==> src/rtl/branch_ex_stage_pkg.sv <==
// Shared definitions for the branch execute stage: funct3 branch encodings,
// the wrong-path kill state enum and the kill counter width.
package branch_ex_stage_pkg;

  localparam logic [2:0] F3_BEQ  = 3'b000;
  localparam logic [2:0] F3_BNE  = 3'b001;
  localparam logic [2:0] F3_BLT  = 3'b100;
  localparam logic [2:0] F3_BGE  = 3'b101;
  localparam logic [2:0] F3_BLTU = 3'b110;
  localparam logic [2:0] F3_BGEU = 3'b111;

  // Wide enough for the largest legal KILL_CYCLES value (3).
  localparam int KCNT_W = 2;

  typedef enum logic {
    ST_RUN  = 1'b0,
    ST_KILL = 1'b1
  } kill_state_e;

endpackage

==> src/rtl/branch_ex_stage_if.sv <==
// Upstream and downstream handshake plus payload of the branch execute stage.
// slave: the stage itself; master: whoever drives it (decode side and sink).
interface branch_ex_stage_if;
  logic        i_valid;
  logic        o_ready;
  logic [31:0] i_pc;
  logic [31:0] i_rs1;
  logic [31:0] i_rs2;
  logic [31:0] i_imm;
  logic [2:0]  i_funct3;
  logic        i_is_branch;
  logic        i_is_jal;
  logic        i_is_jalr;

  logic        o_valid;
  logic        i_ready;
  logic        o_taken;
  logic        o_redirect;
  logic [31:0] o_target;
  logic [31:0] o_link;
  logic        o_illegal;
  logic        o_misalign;

  modport slave (
    input  i_valid, i_pc, i_rs1, i_rs2, i_imm, i_funct3,
           i_is_branch, i_is_jal, i_is_jalr, i_ready,
    output o_ready, o_valid, o_taken, o_redirect, o_target, o_link,
           o_illegal, o_misalign
  );

  modport master (
    output i_valid, i_pc, i_rs1, i_rs2, i_imm, i_funct3,
           i_is_branch, i_is_jal, i_is_jalr, i_ready,
    input  o_ready, o_valid, o_taken, o_redirect, o_target, o_link,
           o_illegal, o_misalign
  );
endinterface

==> src/rtl/branch_ex_stage_cmp.sv <==
// Combinational operand comparator for the branch stage (branch_cmp) and the
// 32-bit signed set-less-than block it uses for the signed ordering.

// Signed set-less-than: lt_o = (a_i < b_i) in two's complement.
module slt32 (
  input  logic signed [31:0] a_i,
  input  logic signed [31:0] b_i,
  output logic               lt_o
);
  assign lt_o = (a_i < b_i);
endmodule

module branch_cmp (
  input  logic [31:0] rs1_i,
  input  logic [31:0] rs2_i,
  output logic        eq_o,
  output logic        lt_o,
  output logic        ltu_o
);
  logic signed [31:0] rs1_s;
  logic signed [31:0] rs2_s;

  assign rs1_s = $signed(rs1_i);
  assign rs2_s = $signed(rs2_i);

  slt32 u_slt (
    .a_i  (rs1_s),
    .b_i  (rs2_s),
    .lt_o (lt_o)
  );

  assign eq_o  = (rs1_i == rs2_i);
  assign ltu_o = (rs1_i < rs2_i);
endmodule

==> src/rtl/branch_ex_stage.sv <==
// Branch execute stage: single registered stage that resolves branches and
// jumps, produces the redirect pulse/target and link value, and discards
// KILL_CYCLES wrong-path transfers after each redirect.
// Optional feature macro: BRANCH_MISALIGN_EN (flags taken targets with bit 1
// set as misaligned and suppresses their redirect).
module branch_ex_stage
  import branch_ex_stage_pkg::*;
#(
  parameter int KILL_CYCLES = 1
) (
  input  logic             i_clk,
  input  logic             i_rst,
  input  logic             i_flush,
  branch_ex_stage_if.slave bus
);

  localparam bit                KILL_EN   = (KILL_CYCLES != 0);
  localparam logic [KCNT_W-1:0] KILL_INIT = KCNT_W'(KILL_CYCLES);

  // Branch condition selected by funct3; reserved encodings never take.
  function automatic logic branch_cond(input logic [2:0] f3, input logic eq,
                                       input logic lt, input logic ltu);
    case (f3)
      F3_BEQ:  branch_cond = eq;
      F3_BNE:  branch_cond = ~eq;
      F3_BLT:  branch_cond = lt;
      F3_BGE:  branch_cond = ~lt;
      F3_BLTU: branch_cond = ltu;
      F3_BGEU: branch_cond = ~ltu;
      default: branch_cond = 1'b0;
    endcase
  endfunction

  logic        cmp_eq, cmp_lt, cmp_ltu;
  logic        res_taken, res_illegal, res_misalign, res_redirect;
  logic [31:0] res_target, res_link, jalr_sum;

  logic        accept, load;

  kill_state_e       state_q, state_d;
  logic [KCNT_W-1:0] cnt_q, cnt_d;

  logic        valid_q, valid_d;
  logic        redirect_q, redirect_d;
  logic        taken_q, illegal_q, misalign_q;
  logic [31:0] target_q, link_q;

  branch_cmp u_cmp (
    .rs1_i (bus.i_rs1),
    .rs2_i (bus.i_rs2),
    .eq_o  (cmp_eq),
    .lt_o  (cmp_lt),
    .ltu_o (cmp_ltu)
  );

  assign accept = bus.i_valid & bus.o_ready;
  // Only transfers seen in RUN are real; KILL transfers are wrong-path.
  assign load   = accept & (state_q == ST_RUN) & ~i_flush;

  // Resolve the incoming instruction: taken, target, link and fault flags.
  always_comb begin
    jalr_sum    = bus.i_rs1 + bus.i_imm;
    res_illegal = bus.i_is_branch & (bus.i_funct3[2:1] == 2'b01);
    res_taken   = (bus.i_is_branch &
                   branch_cond(bus.i_funct3, cmp_eq, cmp_lt, cmp_ltu))
                | bus.i_is_jal | bus.i_is_jalr;
    res_target  = bus.i_is_jalr ? (jalr_sum & 32'hFFFF_FFFE)
                                : (bus.i_pc + bus.i_imm);
    res_link    = bus.i_pc + 32'd4;
`ifdef BRANCH_MISALIGN_EN
    res_misalign = res_taken & res_target[1];
`else
    res_misalign = 1'b0;
`endif
    res_redirect = res_taken & ~res_misalign;
  end

  // Kill FSM next state: arm on a loaded redirect, count down discarded transfers.
  always_comb begin
    state_d = state_q;
    cnt_d   = cnt_q;
    if (i_flush) begin
      state_d = ST_RUN;
      cnt_d   = '0;
    end else begin
      case (state_q)
        ST_RUN: begin
          if (load && res_redirect && KILL_EN) begin
            state_d = ST_KILL;
            cnt_d   = KILL_INIT;
          end
        end
        ST_KILL: begin
          if (cnt_q == '0) begin
            state_d = ST_RUN;
          end else if (accept) begin
            cnt_d = cnt_q - 1'b1;
            if (cnt_q == KCNT_W'(1)) state_d = ST_RUN;
          end
        end
        default: begin
          state_d = ST_RUN;
          cnt_d   = '0;
        end
      endcase
    end
  end

  // Kill FSM state register.
  always_ff @(posedge i_clk) begin
    if (i_rst) begin
      state_q <= ST_RUN;
      cnt_q   <= '0;
    end else begin
      state_q <= state_d;
      cnt_q   <= cnt_d;
    end
  end

  // Output valid and one-shot redirect next state.
  always_comb begin
    valid_d    = valid_q;
    redirect_d = 1'b0;
    if (valid_q && bus.i_ready) valid_d = 1'b0;
    if (load) begin
      valid_d    = 1'b1;
      redirect_d = res_redirect;
    end
    if (i_flush) begin
      valid_d    = 1'b0;
      redirect_d = 1'b0;
    end
  end

  // Stage register: control always updates, payload loads only on a real transfer.
  always_ff @(posedge i_clk) begin
    if (i_rst) begin
      valid_q    <= 1'b0;
      redirect_q <= 1'b0;
      taken_q    <= 1'b0;
      illegal_q  <= 1'b0;
      misalign_q <= 1'b0;
      target_q   <= '0;
      link_q     <= '0;
    end else begin
      valid_q    <= valid_d;
      redirect_q <= redirect_d;
      if (load) begin
        taken_q    <= res_taken;
        illegal_q  <= res_illegal;
        misalign_q <= res_misalign;
        target_q   <= res_target;
        link_q     <= res_link;
      end
    end
  end

  assign bus.o_ready    = ~valid_q | bus.i_ready;
  assign bus.o_valid    = valid_q;
  assign bus.o_redirect = redirect_q;
  assign bus.o_taken    = taken_q;
  assign bus.o_illegal  = illegal_q;
  assign bus.o_misalign = misalign_q;
  assign bus.o_target   = target_q;
  assign bus.o_link     = link_q;

endmodule

==> src/flat_wrapper.sv <==
// flat-port wrapper written by rule: the top's interface ports become plain ports
module branch_ex_stage_flat import branch_ex_stage_pkg::*;
#(
  parameter int KILL_CYCLES = 1
)
  (i_clk, i_rst, i_flush, bus_i_valid, bus_i_pc, bus_i_rs1, bus_i_rs2, bus_i_imm, bus_i_funct3, bus_i_is_branch, bus_i_is_jal, bus_i_is_jalr, bus_i_ready, bus_o_ready, bus_o_valid, bus_o_taken, bus_o_redirect, bus_o_target, bus_o_link, bus_o_illegal, bus_o_misalign);
  branch_ex_stage_if bus_i ();
  input  logic i_clk;
  input  logic i_rst;
  input  logic i_flush;
  input wire logic [$bits(bus_i.i_valid)-1:0] bus_i_valid;
  input wire logic [$bits(bus_i.i_pc)-1:0] bus_i_pc;
  input wire logic [$bits(bus_i.i_rs1)-1:0] bus_i_rs1;
  input wire logic [$bits(bus_i.i_rs2)-1:0] bus_i_rs2;
  input wire logic [$bits(bus_i.i_imm)-1:0] bus_i_imm;
  input wire logic [$bits(bus_i.i_funct3)-1:0] bus_i_funct3;
  input wire logic [$bits(bus_i.i_is_branch)-1:0] bus_i_is_branch;
  input wire logic [$bits(bus_i.i_is_jal)-1:0] bus_i_is_jal;
  input wire logic [$bits(bus_i.i_is_jalr)-1:0] bus_i_is_jalr;
  input wire logic [$bits(bus_i.i_ready)-1:0] bus_i_ready;
  output wire logic [$bits(bus_i.o_ready)-1:0] bus_o_ready;
  output wire logic [$bits(bus_i.o_valid)-1:0] bus_o_valid;
  output wire logic [$bits(bus_i.o_taken)-1:0] bus_o_taken;
  output wire logic [$bits(bus_i.o_redirect)-1:0] bus_o_redirect;
  output wire logic [$bits(bus_i.o_target)-1:0] bus_o_target;
  output wire logic [$bits(bus_i.o_link)-1:0] bus_o_link;
  output wire logic [$bits(bus_i.o_illegal)-1:0] bus_o_illegal;
  output wire logic [$bits(bus_i.o_misalign)-1:0] bus_o_misalign;
  assign bus_i.i_valid = bus_i_valid;
  assign bus_i.i_pc = bus_i_pc;
  assign bus_i.i_rs1 = bus_i_rs1;
  assign bus_i.i_rs2 = bus_i_rs2;
  assign bus_i.i_imm = bus_i_imm;
  assign bus_i.i_funct3 = bus_i_funct3;
  assign bus_i.i_is_branch = bus_i_is_branch;
  assign bus_i.i_is_jal = bus_i_is_jal;
  assign bus_i.i_is_jalr = bus_i_is_jalr;
  assign bus_i.i_ready = bus_i_ready;
  assign bus_o_ready = bus_i.o_ready;
  assign bus_o_valid = bus_i.o_valid;
  assign bus_o_taken = bus_i.o_taken;
  assign bus_o_redirect = bus_i.o_redirect;
  assign bus_o_target = bus_i.o_target;
  assign bus_o_link = bus_i.o_link;
  assign bus_o_illegal = bus_i.o_illegal;
  assign bus_o_misalign = bus_i.o_misalign;
  branch_ex_stage #(.KILL_CYCLES(KILL_CYCLES)) u_core (.i_clk(i_clk), .i_rst(i_rst), .i_flush(i_flush), .bus(bus_i));
endmodule
==> config.mk <==
export PLATFORM = sky130hd
export DESIGN_NAME = branch_ex_stage_flat
export DESIGN_NICKNAME = d
export VERILOG_FILES = /design/src/rtl/branch_ex_stage_pkg.sv /design/src/rtl/branch_ex_stage_if.sv /design/src/rtl/branch_ex_stage_cmp.sv /design/src/rtl/branch_ex_stage.sv /design/src/flat_wrapper.sv
export SDC_FILE = /design/constraint.sdc
export NUM_CORES = 1
export LEC_CHECK = 0
export ABC_AREA = 0
export CAP_MARGIN = 25
export CORE_UTILIZATION = 49
export CTS_CLUSTER_SIZE = 30
export DETAILED_ROUTE_END_ITERATION = 10
export MAX_ROUTING_LAYER = met4
export PLACE_DENSITY_LB_ADDON = 0.05
export SETUP_SLACK_MARGIN = 0.3
export SLEW_MARGIN = 20
export SYNTH_ARGS = -nofsm -noshare
export SYNTH_HDL_FRONTEND = slang
export SYNTH_SLANG_ARGS = --single-unit
==> constraint.sdc <==
create_clock -name i_clk -period 4.7 [get_ports i_clk]
set_input_delay 1.175 -clock i_clk [delete_from_list [all_inputs] [get_ports i_clk]]
set_output_delay 1.175 -clock i_clk [all_outputs]
set_load 0.03 [all_outputs]
==> metrics.txt <==
nets@finish around 1400; routability cong. about 0.95; All-Layer GR Usage 0.292; slowest stage delay, CP 0.55 ns; port bufs between 200 and 250; Slew Limit Fails 0; # H-tree levels 3; WL/cell between 15 and 20 um; Tightest Hold Check Type flip-flop to flip-flop; antenna violations before repair 0; Area growth syn-to-layout 36.6%; pwr/cell area between 200 and 250 nW/um2; standard-cell rows 43; FMAX between 200 and 250 MHz; hold path depth 2; IR drop worst, VDD 0.177 mV; CTS tree yes; Syn Nets roughly 1200; CTS Buf Count 9; Root Buffer clkbuf_16; slowest cell on the critical path clkdlybuf4s50_1; RSZ-0062 raised after global routing false; outcome finished clean; CTS sink cnt around 70; maximum net fanout on the critical path 5; post-synthesis instance total 923; Required @ worst endpoint 4.89 ns; first-pass GRT wire length 33.1 mm; Post-synth ARST share 0; drt pass-1 iters 5; area of the multi-input gates roughly 5300 um2; core area between 10000 and 15000 um2; Critical Path, Cell by Cell clkdlybuf4s50_1 -> ha_2 -> inv_1 -> fa_1 -> nor2b_1 -> o21ai_0 -> a21o_1 -> a211oi_4 -> nor2_2 -> o21a_1 -> o211ai_1 -> o311ai_1 -> mux2i_1 -> a31oi_1; Initial Util 0.505; post-cts hold buffer count 0; Lkg Pwr 3.98 nW; post-layout util 0.690; DRT iter0 DRCs approximately 550; # Max-Cap Violations 0; fillers between 1000 and 1500; delay-heaviest family, CP compound AO/OA/AOI/OAI gates; Final setup viols 0; Worst-Margin Slew roughly 0.8 ns; number of global-route vias before repair between 6000 and 7000; Ys Warns 0; Startpoint Class primary input; die height about 120 um; DRC Markers 0; Diodes inserted 0; Crit path depth 14; PostCTS Resize Cnt 0; Clk pin slew, worst setup/hold paths around 0.060 ns; layout cells sized above 1 0.0418; Post-CTS Setup Bufs 0; Syn Area/Cell between 7 and 8 um2; ANT nets after route 0; worst skew pair latency ~0.33 ns; final hold vios 0; final setup TNS 0 ns; I/O Pins roughly 210; Main synth FF type dfxtp_1; Tcrit/Tclk final 0.877; gr ovfl total 0; DPL Wire Length ~17 mm; element type at the critical path end flip-flop; WL final between 20 and 25 mm; routed via count around 7400; Die Width around 120 um; kind of critical path primary input to flip-flop; Seq/Total Area, Yosys 0.202; Mapped Area about 7000 um2; Rel. slew slack 0.471; register area 1420 um2; die area 14800 um2; Crit path arrival time roughly 4.3 ns; deepest clock path buffer count 2; Post-synth EDFFs 0; skew final between 0.005 and 0.006 ns; CP bufs+invs 2; R2R depth 8; Yosys cell types between 60 and 70; fin crit period 4.12 ns; DR vias/cell 5.70; Yosys reg bits ~70; largest net degree at the start of global routing 108
==> flip-flops by register name (all words and copies together) (netlist names) <==
name,cells
u_core.bus.o_illegal,1
u_core.bus.o_link,32
u_core.cnt_q,2
u_core.bus.o_taken,1
u_core.bus.o_valid,1
u_core.state_q,1
u_core.bus.o_redirect,1
u_core.bus.o_target,32
==> placed cells by master (no fill, tap or decap), types with 11 or more instances in the layout <==
cell type / netlist / routed
dfxtp_1: 71 / 71
a211oi_1: 46 / 45
nand2_1: 79 / 79
nor3_1: 15 / 14
nor2b_1: 11 / 11
xor2_1: 34 / 34
a21o_1: 32 / 32
nor2_1: 91 / 90
and3_1: 15 / 15
a21oi_1: 81 / 81
xnor2_1: 43 / 43
o211ai_1: 13 / 13
clkdlybuf4s50_1: 0 / 206
inv_1: 54 / 54
nand4_1: 17 / 17
a31oi_1: 14 / 14
ha_1: 96 / 95
nand3_1: 29 / 29
o21ai_0: 46 / 46
o21a_1: 11 / 11
==> metal layers <==
layer  up-vias  track usage  share of wire
met5         -            -              0
met4         0       0.0540         0.0099
met3        16       0.0524          0.094
met2       337        0.422           0.41
met1      3321        0.423           0.49
li1       3756            -              -
==> worst reg2reg max path: cells and delay by family, from the launching register on <==
| family | cells | cell delay, ns |
|---|---|---|
| mux | 1 | 0.15 |
| simple gates | 4 | 0.78 |
| compound gates | 3 | 0.64 |
| flops | 1 | 0.31 |
==> cells in the mapped netlist (4+ instances only) <==
cell type	count	area share
clkbuf_1	23	0.012
or3_1	4	0.0036
nor2_1	91	0.049
nor3_1	15	0.011
a211o_1	4	0.0050
o21bai_1	5	0.0053
nand4_1	17	0.015
a211oi_1	46	0.049
ha_1	96	0.17
a21o_1	32	0.034
nand3_1	29	0.021
a311oi_1	5	0.0062
nand2b_1	9	0.0080
a21oi_1	81	0.058
mux2i_1	8	0.011
buf_1	5	0.0027
xnor2_1	43	0.054
nand2_1	79	0.042
and3_1	15	0.013
or2_2	7	0.0062
o21a_1	11	0.012
a21oi_2	4	0.0050
o211ai_1	13	0.014
inv_1	54	0.029
o21ai_0	46	0.033
xor2_1	34	0.042
a31oi_1	14	0.012
nor2b_1	11	0.0098
dfxtp_1	71	0.20
and2_1	4	0.0036
==> through the flow <==
step	instances	hold WS (ns)	power [mW]	cell area [um2]	worst slack, ns
6_report	1304	0.450	2.35	9610	0.578
5_1_grt	1304	0.476	2.47	9610	0.304
4_1_cts	1304	0.449	2.34	9590	0.372
3_5_place_dp	1288	0.444	1.65	9290	0.0552
3_3_place_gp	1288	0.438	1.65	9290	0.103
2_1_floorplan	923	0.478	1.29	7040	1.08
==> where the power goes <==
part / internal [mW] / switching [mW] / total (mW)
clock: 0.428 / 0.265 / 0.693
combinational: 0.450 / 0.536 / 0.987
sequential: 0.645 / 0.0228 / 0.668
==> cell type report <==
cell class,count,share of cell area
inverters,55,0.0215
flip-flops and latches,71,0.148
multi-input cells,768,0.553
repair buffers,214,0.222
clock buffers,10,0.0249
clock inverters,6,0.00716
well taps,180,0.0234
==> worst paths after layout <==
| check | to | from | slack [ns] |
|---|---|---|---|
| worst min-delay path | u_core.bus.o_target[0] | u_core.bus.o_target[0] | 0.45 |
| worst min register to register | u_core.bus.o_target[0] | u_core.bus.o_target[0] | 0.45 |
| worst max-delay path | u_core.bus.o_target[30] | bus_i_imm[0] | 0.58 |
| worst max register to register | u_core.cnt_q[0] | u_core.bus.o_valid | 2.73 |
==> cell families after synthesis <==
group / after synthesis / share of synthesized area
AOI/OAI and AO/OA: 289 / 0.270
xor gates and xnor gates: 77 / 0.0959
adders and majority gates: 98 / 0.176
buffers and inverters: 84 / 0.0453
DFF: 71 / 0.202
muxes: 10 / 0.0151
other: 1 / 0.000533
and+or+nand+nor: 293 / 0.195
Power figures use the tool's default switching activity.
